**src/rtl/pipe_stage_reg.sv**
```systemverilog
// Pipeline stage register with valid/ready handshake, stall, multi-source flush,
// optional 2-entry skid buffer and a saturating squash counter.
module pipe_stage_reg #(
  parameter int unsigned       DATA_W     = 96,
  parameter int unsigned       NUM_FLUSH  = 2,
  parameter logic [DATA_W-1:0] BUBBLE_VAL = '0,
  parameter int unsigned       SKID       = 1,
  parameter int unsigned       CNT_W      = 16
) (
  input  logic                 clk_i,
  input  logic                 rst_i,
  input  logic                 up_valid_i,
  output logic                 up_ready_o,
  input  logic [DATA_W-1:0]    up_data_i,
  input  logic                 stall_i,
  input  logic [NUM_FLUSH-1:0] flush_i,
  output logic                 dn_valid_o,
  input  logic                 dn_ready_i,
  output logic [DATA_W-1:0]    dn_data_o,
  output logic [1:0]           occ_o,
  output logic [CNT_W-1:0]     flush_cnt_o
);

  typedef enum logic [1:0] {
    EMPTY = 2'd0,
    ONE   = 2'd1,
    FULL  = 2'd2
  } occ_e;

  occ_e              state_q;
  logic              mv_q;
  logic              sv_q;
  logic [DATA_W-1:0] md_q;
  logic [DATA_W-1:0] sd_q;
  logic [CNT_W-1:0]  cnt_q;

  logic              flush_any;
  logic              fire_dn;
  logic              fire_up;
  logic [CNT_W:0]    cnt_sum;
  logic [CNT_W-1:0]  cnt_next;

  assign flush_any = |flush_i;
  assign fire_dn   = mv_q & dn_ready_i & ~stall_i;

  generate
    if (SKID != 0) begin : g_skid
      // Ready depends only on the skid flag, so no combinational path from dn_ready_i.
      assign up_ready_o = ~rst_i & ~sv_q;
    end else begin : g_noskid
      assign up_ready_o = ~rst_i & (~mv_q | (dn_ready_i & ~stall_i));
    end
  endgenerate

  assign fire_up = up_valid_i & up_ready_o;

  // One spare bit catches the carry; any carry means the counter saturates.
  assign cnt_sum  = {1'b0, cnt_q} + (CNT_W+1)'(mv_q) + (CNT_W+1)'(sv_q);
  assign cnt_next = cnt_sum[CNT_W] ? '1 : cnt_sum[CNT_W-1:0];

  always_ff @(posedge clk_i) begin
    if (rst_i) begin
      state_q <= EMPTY;
      mv_q    <= 1'b0;
      sv_q    <= 1'b0;
      md_q    <= BUBBLE_VAL;
      sd_q    <= BUBBLE_VAL;
      cnt_q   <= '0;
    end else if (flush_any) begin
      state_q <= EMPTY;
      mv_q    <= 1'b0;
      sv_q    <= 1'b0;
      md_q    <= BUBBLE_VAL;
      sd_q    <= BUBBLE_VAL;
      cnt_q   <= cnt_next;
    end else begin
      case (state_q)
        EMPTY: begin
          if (fire_up) begin
            md_q    <= up_data_i;
            mv_q    <= 1'b1;
            state_q <= ONE;
          end
        end
        ONE: begin
          if (fire_up && fire_dn) begin
            md_q <= up_data_i;
          end else if (fire_up && (SKID != 0)) begin
            sd_q    <= up_data_i;
            sv_q    <= 1'b1;
            state_q <= FULL;
          end else if (fire_dn) begin
            md_q    <= BUBBLE_VAL;
            mv_q    <= 1'b0;
            state_q <= EMPTY;
          end
        end
        FULL: begin
          if (fire_dn) begin
            md_q    <= sd_q;
            sd_q    <= BUBBLE_VAL;
            sv_q    <= 1'b0;
            state_q <= ONE;
          end
        end
        default: begin
          state_q <= EMPTY;
          mv_q    <= 1'b0;
          sv_q    <= 1'b0;
          md_q    <= BUBBLE_VAL;
          sd_q    <= BUBBLE_VAL;
        end
      endcase
    end
  end

  assign dn_valid_o  = mv_q;
  assign dn_data_o   = md_q;
  assign occ_o       = state_q;
  assign flush_cnt_o = cnt_q;

endmodule

```
**config.mk**
```make
export PLATFORM = sky130hd
export DESIGN_NAME = pipe_stage_reg
export DESIGN_NICKNAME = d
export VERILOG_FILES = /design/src/rtl/pipe_stage_reg.sv
export SDC_FILE = /design/constraint.sdc
export NUM_CORES = 1
export LEC_CHECK = 0
export CORE_ASPECT_RATIO = 0.8
export CORE_MARGIN = 10
export CORE_UTILIZATION = 45
export DETAILED_ROUTE_END_ITERATION = 8
export HOLD_SLACK_MARGIN = 0.08
export PLACE_DENSITY = 0.75
export SLEW_MARGIN = 20
export SYNTH_ARGS = -nofsm -noshare
export SYNTH_HDL_FRONTEND = slang
export SYNTH_SLANG_ARGS = --single-unit
```
**constraint.sdc**
```tcl
create_clock -name clk_i -period 5.45 [get_ports clk_i]
set_clock_uncertainty 0.15 [all_clocks]
set_input_delay 1.3625 -clock clk_i [delete_from_list [all_inputs] [get_ports clk_i]]
set_output_delay 1.3625 -clock clk_i [all_outputs]
set_load 0.01 [all_outputs]
```
### After elaboration in Yosys (flattened, before gate mapping)

Cells that the tools add are included.

* multiplexer cells: 22
* bitwise gates (word level): 9
* reduce and logical (&&, ||, !) cells: 8
* equality and inequality tests: 11
* add/sub/neg operators: 2

Operator list (number)
* 96-bit 2-to-1 mux: 6
* 96-bit one-hot mux with 3 select lines: 2
* 16-bit by 1-bit adder with 17-bit output: 1
* 17-bit by 1-bit adder with 17-bit output: 1
* 16-bit 2-to-1 mux: 1
* 2-bit inequality test (second input constant): 6
* 4-bit AND reduction: 3
* 2-bit 2-to-1 mux: 5
* 3-bit inequality test (second input constant): 3
* 1-bit one-hot mux with 3 select lines: 2
* 2-bit one-hot mux with 3 select lines: 1
* 1-bit 2-to-1 mux: 5
* 1-bit inverter: 5
* 5-bit AND reduction: 1
* 1-bit bitwise AND: 4
* 3-bit OR reduction: 1
* 2-bit by 1-bit == test with 1-bit output (second input constant): 1
* 2-bit == test (second input constant): 1
* 2-bit logical NOT: 1
* 2-bit OR reduction: 1
* 1-bit logical AND: 1

* logic and storage cells: 58
* bits in registers: 212

### Logic depth before layout (Yosys ltp)

Gate-level depths: netlist (run 1).

* depth after elaboration: 6
* depth in mapped cells: 8
* gate-level depth less buffers: 8

### Worst setup path before layout (run 1)

OpenSTA, ideal clock, no wires.

* path type: input -> output
* start point: input port rst_i
* end point: output port up_ready_o
* cell stages on the path: 3
* slack: 1927 ps
* path buffers: 2
* arrival: 2010 ps
* cell sequence: clkbuf_1 -> buf_1 -> nor2_1

* longest elaborated chain between the ends: 2

RTL lines
* start, declared: line 11 `input logic rst_i,`
* 1-bit inverter: line 49 `assign up_ready_o = ~rst_i & ~sv_q;`
* 1-bit bitwise AND: line 49
* end, declared: line 13 `output logic up_ready_o,`

Every way passes these cells.

### Worst setup path after layout (run 1)

Ends and elaborated chain as after synthesis.

==> metrics.csv, run 1 <==
metric;value;unit
commonest cells after routing, fill and taps aside;218 x clkdlybuf4s50_1, 212 x dfxtp_1, 150 x nand2_1;
row cnt;44;
io pins;219;
vias in the first global route;7618;
EDFF count, synth;0;
CTS tree;done;
commonest non-fill, non-tap cell in the layout;clkdlybuf4s50_1;
DRT antenna net count;0;
total gr overflow;0;
Bufs and invs on worst path;2;
Skew-Pair Late Insertion Delay;0.49;ns
critical-path maximum fanout;11;
Worst setup SP type;primary input;
Reg2Reg Launch Point;occ_o[0];
Syn Nets;993;
grt met2 use;31.44;%
Data arrival, critical path;2.76;ns
met3 usage;6.155;%
layout cell share with drive strength beyond 1;5.993;%
hold path cells;2;
P_sw;0.7230;mW
Crit. Startpoint;rst_i;
pwr dens;298.7;nW/um^2
wire length per cell;20.91;um
Flop pwr share;46.5;%
Comb pwr share;7.0;%
DP Area;10540;um^2
Ys Warns;0;
via count;8022;
Detail Placement HPWL;16480;um
Max VDD drop;0.0001658;V
Slew @ Worst Pin;1.045;ns
Clock Sinks;212;
final wirelength;27140;um
RSZ-0062 raised after global routing;no;
final instance area;11290;um^2
Syn Inst Count;888;
Worst path most repeated cell;clkdlybuf4s50_1;
Int Pwr;2.651;mW
f_max;0.2342;GHz
Top delay family on crit path;buffers and inverters;
GRT busiest layer;met2;
die height;141.9;um
LEAKAGE;3.646;nW
Yosys cell types;51;
fill count;1565;
total CTS buffers;21;
setup slack after placement;1.109;ns
fin crit period;4.270;ns
CTS resizes;0;
post-CTS setup buffer count;0;
starting density of the core;45.98;%
DR vias/cell;6.180;
Max-Cap Viols;0;
fraction of registers with async set/reset;0;%
Clk pwr share;46.6;%
Hold Buf Count CTS;0;
worst hold start;sd_q[95];
Seq. cell area;4244;um^2
Reg clk slew, reported paths;0.06;ns
CP endpoint kind;output port;
Setup Viol. Count Final;0;
clock tree buffer depth;3;
period utilization;78.36;%
Slowest-stage cell, CP;clkdlybuf4s50_1;
Sw Share;21.43;%
nets;1159;
Post-synth top flop;dfxtp_1;
H-tree levels;1;
crit path kind;in -> out;
Chip Width;172.3;um
footprint of the multi-input gates;3664;um^2
Tot GR Track Use;20.73;%
sequential fraction of the synthesis area;50.81;%
FF+latch count, synth;212;
CTS root buf;clkbuf_16;
CORE AREA;18170;um^2
drt pass-1 iters;8;
Critical Path Stages;3;
largest net degree at the start of global routing;60;
Hold WC Path Type;reg -> reg;
final setup margin;1.180;ns
Slew HR;30.17;%
DIE AREA;24450;um^2
Setup TNS;0;ns
post-synthesis average cell area;9.407;um^2
DRC Markers;0;
met1 Use GR;28.55;%
Port Buffers;218;
initial antenna violation count;1;
cell area after synthesis;8353;um^2
data required time of the worst path;3.94;ns
Ant. Diodes;0;
DRT iter0 DRCs;1276;
Final Hold Fails;0;
Pwr Total;3.374;mW
critical path's largest stage delay;0.65;ns
first-pass GRT wire length;42080;um
CP cell instances;clkdlybuf4s50_1 -> nor2_1 -> clkdlybuf4s50_1;
reg2reg path depth;5;
RD Place Congestion;0.8148;
Area Growth Syn to Fin;35.22;%
run status;completed;
Slew Limit Fails;0;
==> final timing paths <==
kind	to	slack, ns
min reg2reg	sd_q[95]	0.31
max	up_ready_o	1.18
min	sd_q[95]	0.31
max reg2reg	dn_data_o[39]	2.37
==> layout make-up <==
class,instances,area share [%]
Tap cell,230,2.548
Multi-Input combinational cell,577,32.44
Clock inverter,7,1.196
Sequential cell,212,37.58
Inverter,8,0.2659
Timing Repair Buffer,234,20.49
Clock buffer,30,5.484
==> logic make-up after synthesis <==
logic type | after synthesis | share of synthesized area, %
buffers and inverters | 99 | 6.037
multiplexers | 1 | 0.1198
AND/OR/NAND/NOR | 247 | 13.92
XOR/XNOR | 7 | 0.7340
AO/OA/AOI/OAI | 320 | 28.00
adder cells (fa/ha/maj) | 2 | 0.3894
flip-flops | 212 | 50.81
==> worst register-to-register path, cell delays in order, from the launching register on <==
cell	delay (ns)
dfxtp_1	0.56
nand2b_1	0.29
nor2_4	0.85
buf_4	0.68
a222oi_1	0.28
a21oi_1	0.20
==> power groups by stage <==
stage	clock network [mW]	registers, mW	logic [mW]
after floorplan	0	1.60	0.0950
after CTS	1.60	1.57	0.234
after global routing	1.66	1.57	0.251
after detailed placement	0	1.60	0.232
final	1.57	1.57	0.235
after global placement	0	1.60	0.230
==> Yosys cell counts, types with 2 or more instances <==
cell | instances | share of area [%]
nor4_1 | 5 | 0.37
clkbuf_1 | 48 | 2.2
nand3_1 | 5 | 0.30
buf_4 | 3 | 0.27
o21ai_0 | 49 | 2.9
xor2_1 | 2 | 0.21
xnor2_1 | 5 | 0.52
nor2_1 | 14 | 0.63
nand4_1 | 47 | 3.5
nand4b_1 | 2 | 0.21
a31oi_1 | 2 | 0.15
a22o_1 | 50 | 5.2
a222oi_1 | 96 | 12
o211ai_1 | 2 | 0.18
a221oi_1 | 2 | 0.21
buf_1 | 3 | 0.13
buf_6 | 12 | 1.6
nor3_1 | 8 | 0.48
buf_2 | 25 | 1.5
a21o_1 | 2 | 0.18
inv_1 | 8 | 0.36
nand2_1 | 150 | 6.7
nand2b_1 | 3 | 0.22
a21oi_1 | 106 | 6.4
nand3b_1 | 2 | 0.18
dfxtp_1 | 212 | 51
==> per-stage QoR <==
step | std cells | util (%) | hold WS (ns)
floorplan | 888 | - | 0.2853
global placement | 1261 | 58.02 | 0.2937
detailed placement | 1261 | 58.02 | 0.2996
CTS | 1298 | 62.17 | 0.3090
global route | 1298 | 62.17 | 0.3246
finish | 1298 | 62.17 | 0.3062
==> flip-flops by register name (all words and copies together), names as in the netlist <==
| signal | flops |
|---|---|
| dn_data_o | 96 |
| dn_valid_o | 1 |
| flush_cnt_o | 16 |
| occ_o | 2 |
| sd_q | 96 |
| sv_q | 1 |
==> routing by layer <==
metal / up-vias / share of wire, %
met5: - / 0.074
met4: 2 / 1.2
met3: 27 / 10
met2: 359 / 45
met1: 3881 / 44
li1: 3753 / -
No activity file was read; power rests on OpenSTA's default activity.
==> inputs of run 2 (changes only) <==
- CORE_UTILIZATION: 45 -> 44
- PLACE_DENSITY: 0.75 -> 0.76
- clock period: 5.45 -> 3.4 ns (I/O delays scaled with it)
==> run 2 against run 1 <==
Effect of this change:
- design area increased by 2.0%
- combinational power increased by 73%
- first-iteration DRC count decreased by 0.39%
- sequential power up 60%
- wire length rose by 0.12%
- clock power rose by 45%
- global-route usage shrank 0.75 points
- sequential cell count unchanged
- core utilization up 0.49 points
==> metrics.csv, run 2 (synthesis gave the netlist of run 1 again) <==
metric;value;unit;change
Area Growth Syn to Fin;37.93;%;
post-route core utilization;62.66;%;+0.49 points
RD Place Congestion;0.8521;;+4.6%
met1 Use GR;28.00;%;-0.55 points
first-pass GRT wire length;41860;um;-0.53%
total gr overflow;0;;unchanged
DIE AREA;24930;um^2;+2.0%
pwr dens;450.9;nW/um^2;+51%
Clock Sinks;212;;unchanged
total CTS buffers;22;;+4.8%
crit path kind;in -> out;;
non-filler cells, final;1344;;+3.5%
via count;8091;;+0.86%
vias in the first global route;7438;;-2.4%
commonest cells after routing, fill and taps aside;218 x clkdlybuf4s50_1, 212 x dfxtp_1, 150 x nand2_1;;
CTS root buf;clkbuf_16;;
io pins;219;;unchanged
Setup TNS;0;ns;unchanged
CP cell instances;clkdlybuf4s50_1 -> nor2_1 -> clkdlybuf4s50_1;;
Max-Cap Viols;0;;unchanged
Slew @ Worst Pin;0.8450;ns;-0.2000 ns
period utilization;91.30;%;
Chip Width;174.0;um;+1.0%
Top delay family on crit path;buffers and inverters;;
Slowest-stage cell, CP;clkdlybuf4s50_1;;
dpl cells;1304;;+3.4%
fin crit period;3.104;ns;
critical path's largest stage delay;0.56;ns;-0.09 ns
CTS tree;done;;
met3 usage;5.718;%;-0.44 points
Max VDD drop;0.0003123;V;+88%
Data arrival, critical path;2.10;ns;-0.66 ns
Pwr Total;5.194;mW;+54%
largest net degree at the start of global routing;73;;+22%
Hold WC Path Type;reg -> reg;;
die height;143.2;um;+0.97%
Reg clk slew, reported paths;0.06;ns;about the same
RSZ-0062 raised after global routing;no;;
starting density of the core;45.43;%;-0.55 points
run status;completed;;
grt met2 use;29.99;%;-1.4 points
Skew-Pair Late Insertion Delay;0.49;ns;about the same
Slew HR;43.67;%;+13 points
drt pass-1 iters;6;;-2
Bufs and invs on worst path;2;;unchanged
Hold Buf Count CTS;0;;unchanged
Port Buffers;218;;unchanged
commonest non-fill, non-tap cell in the layout;clkdlybuf4s50_1;;
Tot GR Track Use;19.98;%;-0.75 points
DRT antenna net count;0;;unchanged
post-CTS setup buffer count;0;;unchanged
final setup margin;0.2958;ns;-0.8838 ns
clock tree buffer depth;3;;unchanged
layout cell share with drive strength beyond 1;7.622;%;+1.6 points
Worst setup SP type;primary input;;
Worst path most repeated cell;clkdlybuf4s50_1;;
setup slack after placement;0.2832;ns;-0.8260 ns
final wirelength;27170;um;+0.12%
CORE AREA;18390;um^2;+1.2%
DRC Markers;0;;unchanged
Slew Limit Fails;0;;unchanged
Setup Viol. Count Final;0;;unchanged
DRT iter0 DRCs;1271;;-0.39%
initial antenna violation count;3;;+2
Detail Placement HPWL;17450;um;+5.9%
Worst R2R Setup Slack;0.95;ns;-1.42 ns
critical-path maximum fanout;7;;-4
CTS resizes;0;;unchanged
H-tree levels;1;;unchanged
LEAKAGE;3.741;nW;+2.6%
f_max;0.3221;GHz;
Final Hold Fails;0;;unchanged
row cnt;44;;unchanged
nets;1180;;+1.8%
DR vias/cell;6.020;;-2.6%
data required time of the worst path;2.40;ns;-1.54 ns
CP endpoint kind;output port;;
GRT busiest layer;met2;;
wire length per cell;20.22;um;-3.3%
-- run 2: per-layer routing --
| layer | routed length [um] | vias to the layer above |
|---|---|---|
| li1 | - | 3812 |
| met1 | 12060 | 3886 |
| met2 | 12120 | 361 |
| met3 | 2588 | 30 |
| met4 | 388 | 2 |
| met5 | 11 | - |
-- run 2: final cells by class --
cell class	count	area (um^2)
flip-flops and latches	212	4244
diodes	2	5.005
repair buffers	254	2577
inverters	8	30.03
clock buffers	32	649.4
fillers	1590	6867
clock inverters	6	35.03
multi-input cells	577	3664
well taps	253	316.6
-- run 2: worst min-delay path: cells and delay by family, from the launching register on --
kind            cells  cell delay, ns
flops               1            0.31
compound gates      1            0.06
simple gates        1            0.05
-- run 2: final timing paths --
kind         startpoint        endpoint  cells past startpoint
min reg2reg    sd_q[32]        sd_q[32]                      2
min            sd_q[32]        sd_q[32]                      2
max reg2reg  dn_valid_o  flush_cnt_o[9]                      8
max               rst_i      up_ready_o                      3
-- run 2: through the flow --
stage	cell area (um^2)	hold WS, ns
final	11520	0.3100
after global routing	11520	0.3245
after CTS	11520	0.3105
after detailed placement	10830	0.2999
after global placement	10830	0.2936
after floorplan	8353	0.2853
-- run 2: report_power, final --
group	total, mW	switching [mW]	internal, mW
registers	2.51	0.0136	2.50
clock network	2.27	0.952	1.32
logic	0.407	0.199	0.208
total	5.19	1.16	4.03
